### src/rtl/conv3x3_stream.sv
// Streaming 3x3 valid-window convolution with two line buffers.
// Optional ROUND_EN macro selects round-half-up before the output shift.
module conv3x3_stream #(
   parameter int IMG_W  = 28,
   parameter int IMG_H  = 28,
   parameter int DATA_W = 8,
   parameter int COEF_W = 8,
   parameter int SHIFT  = 0
) (
   input  logic                  clk,
   input  logic                  rst,
   input  logic                  start,
   input  logic [9*COEF_W-1:0]   kernel,
   input  logic [DATA_W-1:0]     in_data,
   input  logic                  in_valid,
   output logic                  in_ready,
   output logic [DATA_W-1:0]     out_data,
   output logic                  out_valid,
   input  logic                  out_ready,
   output logic                  busy,
   output logic                  done
);

   localparam int ACC_W = DATA_W + COEF_W + 5;
   localparam int PW    = DATA_W + COEF_W + 1;
   localparam int CW    = $clog2(IMG_W);
   localparam int RW    = $clog2(IMG_H);
   localparam int NOUT  = (IMG_W - 2) * (IMG_H - 2);
   localparam int OW    = $clog2(NOUT + 1);

   localparam logic [CW-1:0] CLAST = CW'(IMG_W - 1);
   localparam logic [RW-1:0] RLAST = RW'(IMG_H - 1);
   localparam logic [OW-1:0] OLAST = OW'(NOUT - 1);
   localparam logic signed [ACC_W-1:0] MAXV = ACC_W'((2 ** DATA_W) - 1);
`ifdef ROUND_EN
   localparam logic signed [ACC_W-1:0] RND = ACC_W'((2 ** SHIFT) / 2);
`else
   localparam logic signed [ACC_W-1:0] RND = '0;
`endif

   typedef enum logic [1:0] {S_IDLE, S_RUN, S_DRAIN, S_FIN} state_t;

   state_t state, nstate;

   logic                     stall, accept, last_px, last_out;
   logic [CW-1:0]            c;
   logic [RW-1:0]            r;
   logic [OW-1:0]            ocnt;
   logic signed [COEF_W-1:0] k      [9];
   logic [DATA_W-1:0]        lb0    [IMG_W];
   logic [DATA_W-1:0]        lb1    [IMG_W];
   logic [DATA_W-1:0]        win    [3][2];
   logic [DATA_W-1:0]        col    [3];
   logic [DATA_W-1:0]        px     [9];
   logic signed [PW-1:0]     prod   [9];
   logic signed [PW-1:0]     prod_q [9];
   logic                     v1;
   logic signed [ACC_W-1:0]  acc, acc_sh;
   logic [DATA_W-1:0]        sat;

   assign stall    = out_valid && !out_ready;
   assign accept   = in_valid && in_ready;
   assign last_px  = accept && (r == RLAST) && (c == CLAST);
   assign last_out = out_valid && out_ready && (ocnt == OLAST);

   always_ff @(posedge clk) begin
      if (rst) state <= S_IDLE;
      else     state <= nstate;
   end

   always_comb begin
      nstate = state;
      unique case (state)
         S_IDLE:  if (start)    nstate = S_RUN;
         S_RUN:   if (last_px)  nstate = S_DRAIN;
         S_DRAIN: if (last_out) nstate = S_FIN;
         S_FIN:                 nstate = S_IDLE;
         default:               nstate = S_IDLE;
      endcase
   end

   always_comb begin
      in_ready = (state == S_RUN) && !stall;
      busy     = (state == S_RUN) || (state == S_DRAIN);
      done     = (state == S_FIN);
   end

   // Incoming column is rows r-2, r-1 and the pixel being accepted.
   always_comb begin
      col[0] = lb1[c];
      col[1] = lb0[c];
      col[2] = in_data;
      for (int i = 0; i < 3; i++) begin
         px[i*3+0] = win[i][0];
         px[i*3+1] = win[i][1];
         px[i*3+2] = col[i];
      end
      for (int n = 0; n < 9; n++)
         prod[n] = $signed({1'b0, px[n]}) * k[n];
   end

   always_ff @(posedge clk) begin
      if (state == S_IDLE && start)
         for (int n = 0; n < 9; n++)
            k[n] <= kernel[n*COEF_W +: COEF_W];
      if (accept) begin
         lb1[c] <= lb0[c];
         lb0[c] <= in_data;
         for (int i = 0; i < 3; i++) begin
            win[i][0] <= win[i][1];
            win[i][1] <= col[i];
         end
         prod_q <= prod;
      end
   end

   always_comb begin
      acc = RND;
      for (int n = 0; n < 9; n++)
         acc = acc + ACC_W'(prod_q[n]);
      acc_sh = acc >>> SHIFT;
      if (acc_sh[ACC_W-1])  sat = '0;
      else if (acc_sh > MAXV) sat = '1;
      else                  sat = acc_sh[DATA_W-1:0];
   end

   always_ff @(posedge clk) begin
      if (rst) begin
         c         <= '0;
         r         <= '0;
         ocnt      <= '0;
         v1        <= 1'b0;
         out_valid <= 1'b0;
         out_data  <= '0;
      end else begin
         if (state == S_IDLE && start) begin
            c    <= '0;
            r    <= '0;
            ocnt <= '0;
         end
         if (accept) begin
            c <= (c == CLAST) ? '0 : c + CW'(1);
            if (c == CLAST) r <= r + RW'(1);
         end
         if (!stall) begin
            v1        <= accept && (r >= RW'(2)) && (c >= CW'(2));
            out_valid <= v1;
            if (v1) out_data <= sat;
         end
         if (out_valid && out_ready) ocnt <= ocnt + OW'(1);
      end
   end

endmodule
### config.mk
export PLATFORM = sky130hd
export DESIGN_NAME = conv3x3_stream
export DESIGN_NICKNAME = d
export VERILOG_FILES = /design/src/rtl/conv3x3_stream.sv
export SDC_FILE = /design/constraint.sdc
export NUM_CORES = 2
export LEC_CHECK = 0
export ABC_AREA = 1
export ABC_CLOCK_PERIOD_IN_PS = 26700
export CAP_MARGIN = 20
export CORE_MARGIN = 10
export CORE_UTILIZATION = 50
export CTS_CLUSTER_DIAMETER = 30
export DETAILED_ROUTE_END_ITERATION = 8
export HOLD_SLACK_MARGIN = 0.02
export PLACE_DENSITY = 0.74
export SETUP_SLACK_MARGIN = 0.1
export SLEW_MARGIN = 20
export SYNTH_ARGS = -nofsm -noshare
export SYNTH_HDL_FRONTEND = slang
export SYNTH_SLANG_ARGS = --single-unit
### constraint.sdc
create_clock -name clk -period 26.7 [get_ports clk]
set_input_delay 8.01 -clock clk [delete_from_list [all_inputs] [get_ports clk]]
set_output_delay 8.01 -clock clk [all_outputs]
set_load 0.005 [all_outputs]
Word level (Yosys, flattened, before mapping) --
Memory sizes are Yosys's and may differ from the RTL's. A register that Yosys moved wholly into a read port is not among the register bits. Cells that the tools add are included.
Word-level totals: memories 4, RAM bits 568, input port bits 85, word-level logic and storage cells 93, output and inout bits 12, register bits after elaboration 185
Operators by class: order comparisons 3, equality and inequality tests 9, add/subtract/negate cells 11, mux-type cells 22, bitwise logic cells 1, reductions and logical operators 18, $mul 9
Memory list:
- lb0 | depth 28, bits a word 8, rd ports 1, clocked after Yosys merged registers in 1, write ports 1, RTL line 50 | logic [DATA_W-1:0] lb0 [IMG_W];
- lb1 | depth 28, bits a word 8, rd ports 1, clocked after Yosys merged registers in 1, write ports 1, RTL line 51 | logic [DATA_W-1:0] lb1 [IMG_W];
- k | depth 9, bits a word 8, rd ports 9, clocked after Yosys merged registers in 0, write ports 9, RTL line 49 | logic signed [COEF_W-1:0] k [9];
- win | depth 3, bits a word 16, rd ports 3, clocked after Yosys merged registers in 0, write ports 3, RTL line 52 | logic [DATA_W-1:0] win [3][2];
Operator list (number):
- $mul A9 B8 Y17 | 9
- $add A21 B17 Y21 | 4
- $mux W5 | 10
- $add A20 B17 Y21 | 1
- $gt A21 B9 Y1 const B | 1
- $add A19 B17 Y20 | 1
- $mux W10 | 2
- $add A18 B17 Y19 | 1
- $add A17 B17 Y18 | 1
- $mux W8 | 2
- $add A10 B1 Y10 const B | 1
- $add A5 B1 Y5 const B | 2
- $eq A10 B10 Y1 const B | 1
- $eq A5 B5 Y1 const B | 2
- $ge A5 B2 Y1 const B | 2
- $logic_and A1 B1 Y1 | 10
- $pmux W2 S4 | 1
- $mux W2 | 3
- $ne A2 B2 Y1 const B | 3
- $eq A2 B2 Y1 const B | 2
- $mux W1 | 4
- $reduce_bool A2 Y1 | 2
- $reduce_and A3 Y1 | 1
- $eq A2 B1 Y1 const B | 1
- 5 further kinds | 6

Depth between registers and ports, before layout --
word-level depth 11, gate-level depth with buffers 31, mapped depth without buffers 28

Worst setup path after synthesis --
No wires, ideal clock.
kind input to output, start in out_ready, end out in_ready, data arrival time 8278 ps, setup slack 10412 ps, buffers on the path 0, cell stages on the path 2, required time 18690 ps, cells stage by stage nor2_1 -> nor2_1
Between the ends: cells in the longest elaborated chain, start to end 4
RTL lines:
- start, declared | RTL line 19 | input logic out_ready,
- $logic_not A1 Y1 | RTL line 61 | assign stall = out_valid && !out_ready;
- $logic_and A1 B1 Y1 | RTL line 61
- $logic_not A1 Y1
- $logic_and A1 B1 Y1 | RTL line 83 | in_ready = (state == S_RUN) && !stall;
- end, declared | RTL line 16 | output logic in_ready,
No other way between the ends.

Final worst setup path --
Same ends and word-level chain as after synthesis.

==> results.md <==
Run status:
- The run finished with clean final reports.

Synth:
- The parity-gate share of the synthesized area counting xor and xnor cells is 0.0198.
- The number of instances in the synthesized netlist is 4932.
- The compound-gate portion of the synthesized area is 0.0665.
- The commonest register cell after synthesis is sky130_fd_sc_hd__edfxtp_1.
- The mapped cell area is between 0.05 and 0.06 sq mm.
- The multiplexer area fraction after synthesis is 0.
- Synthesis inferred ~760 register bits.
- The mean area per synthesized cell is ~10 sq um.
- Of the total synthesized cell area, the portion taken by AND, OR, NAND and NOR gates is 0.111.
- The total number of yosys warnings is 0.
- The dominant combinational cell family by area after synthesis is adder cells.
- In the synthesized netlist the async set-or-reset flop fraction comes to 0.
- The number of flops mapped to enable cells by yosys is between 700 and 800.
- Of the total synthesized cell area, the portion taken by full adders, half adders and majority gates is 0.278.
- Synthesis produced a netlist with a net count of between 5000 and 6000.
- The count of unique library cells instantiated by Yosys is 53.
- The sequential area share after synthesis is 0.433.

Worst setup path:
- Broken down by cell family, the worst path's largest delay share belongs to buffers and inverters.
- Together, buffers and inverters on the worst path number 2.
- By startpoint and endpoint, the worst setup path is classified as in -> out.
- The sort of element at the end of the critical path is an output port.
- The worst stage delay on the critical path is roughly 0.54 ns.
- The depth of the worst register-to-register path is 24.
- In this run the worst path has a maximum fanout of 4.
- Counting buffers and inverters, the worst setup path is 4 cells deep.
- The required arrival time at the worst endpoint is between 15 and 20 ns.
- The worst setup path is launched from an input pin.
- Walking the worst path, the cells encountered are clkdlybuf4s50_1 > nor2_1 > nor2_1 > clkdlybuf4s50_1.
- Data arrives at the worst endpoint at around 9 ns.
- The slowest stage of the critical path belongs to the cell sky130_fd_sc_hd__clkdlybuf4s50_1.

Die:
- The number of placement rows is ~120.
- The width of the die is approximately 340 um.
- In this run the vertical extent of the chip is between 300 and 400 um.
- The initial standard-cell utilization of the core is 0.506.
- In this run the count of I/O pins placed on the die edge is 97.
- The placeable core region is ~0.10 sq mm.
- The total die area is approximately 0.12 sq mm.

GRT:
- The first global-routing pass estimated slightly below 200 mm of wire.
- The overall routing resource usage is 0.215.
- The via count of the first global-routing pass was 36700.
- After global routing the overflow that remains totals 0.
- The initial antenna violation count is 1.
- The maximum number of pins on one net before global-route repair is 127.

Route:
- Summing over every cut layer, the via total after detailed routing is 35000.
- The post-detailed-route count of antenna-violating nets is 0.
- In the routed design, unresolved DRC markers number 0.
- After the first detailed-routing iteration, the DRC count stood at 3225.
- For this run, the detailed router's first-pass iteration total came to 7.
- The wire length per cell is about 19 um.
- Using the TritonRoute via totals, the vias-per-cell ratio works out to roughly 5.4.
- The final layout contains routed wiring with a total length of ~120 mm.

Worst hold path:
- Counting instances, the worst hold path has a depth of 2.
- The path type of the worst min-delay path is reg -> reg.

Place:
- The worst setup slack before clock tree synthesis is 9.42 ns.
- The wire-length estimate of the detail-placed layout is 85.7 mm.
- The count of buffers from port buffering is 96.
- The final weighted congestion in routability-driven placement is between 0.8 and 0.9.

STA:
- The final period utilization is 0.647.
- The max-slew violation count came to 0.
- After routing, the total negative slack on setup checks comes to 0 ns.
- Setup repair after global routing left no endpoint under its margin.
- Once routing completed, OpenROAD measured the worst setup slack at around 9.4 ns.
- For the pin with the worst max-slew slack, the measured transition is just over 1 ns.
- Based on the critical path, the design can be clocked at up to 57.9 MHz.
- In this run the tightest slew margin relative to its limit is 0.322.
- The count of final setup violators is 0.
- For the finished layout, the period the worst path requires is between 15 and 20 ns.
- The number of hold violations in the final report came to 0.
- For the final database, setup skew stands at 0.0504 ns.
- Final hold analysis gives a worst-case slack of 0.468 ns.

CTS:
- The H-tree level count is 4.
- Buffers added to address setup during post-CTS repair amount to 0.
- The insertion delay to the later sink of the worst-skew pair is around 0.75 ns.
- The clock tree from TritonCTS is built.
- The cell sitting at the root of the clock tree is a sky130_fd_sc_hd__clkbuf_16.
- Gates resized during post-CTS repair numbered 0.
- The CTS clock-pin slew for the worst setup and hold paths is about 0.040 ns.
- The tree built by TritonCTS fans out to between 700 and 800 sinks.
- The number of hold buffers added after CTS was 0.
- In this run the deepest clock path goes through 3 buffers.
- Clock tree synthesis inserted a total of about 140 buffers.

Run:
- The number of max-capacitance violations reported is 0.

Cells and area:
- The signed area change from the synthesized netlist to the final layout is 13.9%.
- The net total in the final layout is roughly 6000.
- For this run, the share of the core covered by cells in the final layout is 0.576.
- The layout has between 8000 and 9000 filler cells.
- 0 antenna diodes ended up in the layout.
- The fraction of layout instances using a drive strength above 1 is 0.0830.
## cells in the final DEF (no fill, tap or decap), types with 12 or more instances in the layout
master                            netlist  routed
sky130_fd_sc_hd__inv_1                975     974
sky130_fd_sc_hd__xnor2_1               40      40
sky130_fd_sc_hd__buf_4                 20      54
sky130_fd_sc_hd__clkdlybuf4s50_1        0      96
sky130_fd_sc_hd__ha_1                 420     420
sky130_fd_sc_hd__nor3_1                13      13
sky130_fd_sc_hd__fa_1                 455     455
sky130_fd_sc_hd__inv_6                  0      18
sky130_fd_sc_hd__xor2_1                77      77
sky130_fd_sc_hd__nor2_1               417     417
sky130_fd_sc_hd__clkbuf_16              0     146
sky130_fd_sc_hd__bufinv_16              0      14
sky130_fd_sc_hd__or2_2                 39      39
sky130_fd_sc_hd__nand2_1              739     739
sky130_fd_sc_hd__o22ai_1               42      42
sky130_fd_sc_hd__nor2_2                17      17
sky130_fd_sc_hd__edfxtp_1             721     721
sky130_fd_sc_hd__o221ai_1              77      77
sky130_fd_sc_hd__a21oi_1              145     145
sky130_fd_sc_hd__clkinvlp_4             0      18
sky130_fd_sc_hd__clkinv_2               0      14
sky130_fd_sc_hd__clkbuf_1             131      12
sky130_fd_sc_hd__clkinv_1               3      16
sky130_fd_sc_hd__nand2_2               18      18
sky130_fd_sc_hd__o21ai_0              246     246
sky130_fd_sc_hd__inv_2                 25      25
sky130_fd_sc_hd__nand3_1              111     111
sky130_fd_sc_hd__dfxtp_1               37      34
sky130_fd_sc_hd__o21ai_1               34      34
## layout make-up
| cell class | count | area [sq um] | area share |
|---|---|---|---|
| clock buffers | 158 | 3700 | 0.0629 |
| clock inverters | 106 | 1290 | 0.0220 |
| inverters | 1006 | 3800 | 0.0645 |
| multi-input cells | 2968 | 24500 | 0.417 |
| flip-flops and latches | 758 | 22400 | 0.381 |
| well taps | 1368 | 1710 | 0.0291 |
| repair buffers | 151 | 1390 | 0.0236 |
## worst reg2reg max path, stage by stage (launching register included)
cell,delay [ns]
sky130_fd_sc_hd__dfxtp_4,0.58
sky130_fd_sc_hd__inv_6,0.50
sky130_fd_sc_hd__buf_4,0.75
sky130_fd_sc_hd__o21ai_0,0.19
sky130_fd_sc_hd__o221ai_1,0.25
sky130_fd_sc_hd__nand3_1,0.22
sky130_fd_sc_hd__nand2_1,0.11
sky130_fd_sc_hd__inv_1,0.06
sky130_fd_sc_hd__o21ai_2,0.44
sky130_fd_sc_hd__buf_4,0.38
sky130_fd_sc_hd__inv_2,0.16
sky130_fd_sc_hd__nand2_1,0.10
sky130_fd_sc_hd__fa_1,0.43
sky130_fd_sc_hd__fa_1,0.49
sky130_fd_sc_hd__inv_1,0.05
sky130_fd_sc_hd__fa_1,0.50
sky130_fd_sc_hd__fa_1,0.44
sky130_fd_sc_hd__ha_1,0.36
sky130_fd_sc_hd__a21oi_1,0.23
sky130_fd_sc_hd__o21ai_0,0.11
sky130_fd_sc_hd__nor2_1,0.17
sky130_fd_sc_hd__o21ai_0,0.17
sky130_fd_sc_hd__a21o_1,0.19
sky130_fd_sc_hd__a21oi_1,0.14
sky130_fd_sc_hd__xnor2_1,0.07
## sequential cells by signal, indices dropped and copies added (netlist names), named ones only
name       cells
out_valid      1
prod_q       153
k             72
r              5
out_data       8
lb0          224
ocnt          10
lb1          224
c              5
v1             1
state          2
win           48
## through the flow
step                      area [sq um]  cells
after floorplan                  51700   4932
after global placement           53800   6250
after detailed placement         53800   6250
after CTS                        58800   6514
after global routing             58800   6515
final                            58800   6515
## kinds of logic (layout without fill, tap and decap cells)
family,Yosys count,count (layout)
AND/OR/NAND/NOR,1390,1390
XOR/XNOR,117,117
adder cells (fa/ha/maj),875,875
flip-flops,758,758
AO/OA/AOI/OAI,586,586
buffers and inverters,1206,1421
## routing by layer
layer	part of all wire	global-route usage
met1	0.40	0.277
met2	0.48	0.351
met3	0.081	0.0416
met4	0.038	0.0932
met5	0	0
## final timing paths
check | from | endpoint | slack [ns]
hold reg to reg | out_data[5] | out_data[5] | 0.47
setup reg to reg | flop | prod_q[65] | 19.36
hold / removal | out_data[5] | out_data[5] | 0.47
setup / recovery | out_ready | in_ready | 9.43
## cells in the mapped netlist (all sizes together), types with 3 or more instances
master	number	area share
a211oi	8	0.0013
a21o	4	0.00058
a21oi	150	0.015
a31oi	3	0.00036
buf	69	0.0089
clkbuf	131	0.0095
clkinv	3	0.00022
dfxtp	37	0.014
edfxtp	721	0.42
fa	455	0.18
ha	420	0.10
inv	1003	0.073
nand2	758	0.056
nand3	117	0.012
nand3b	7	0.0010
nand4	10	0.0012
nor2	437	0.033
nor3	15	0.0018
o2111ai	5	0.00085
o211ai	3	0.00044
o21ai	288	0.029
o221ai	77	0.013
o22ai	42	0.0051
or2	40	0.0048
xnor2	40	0.0068
xor2	77	0.013
Power is left out: the tool's default activity adds up to more than one toggle a clock period on the data nets, which glitch-free logic cannot reach.
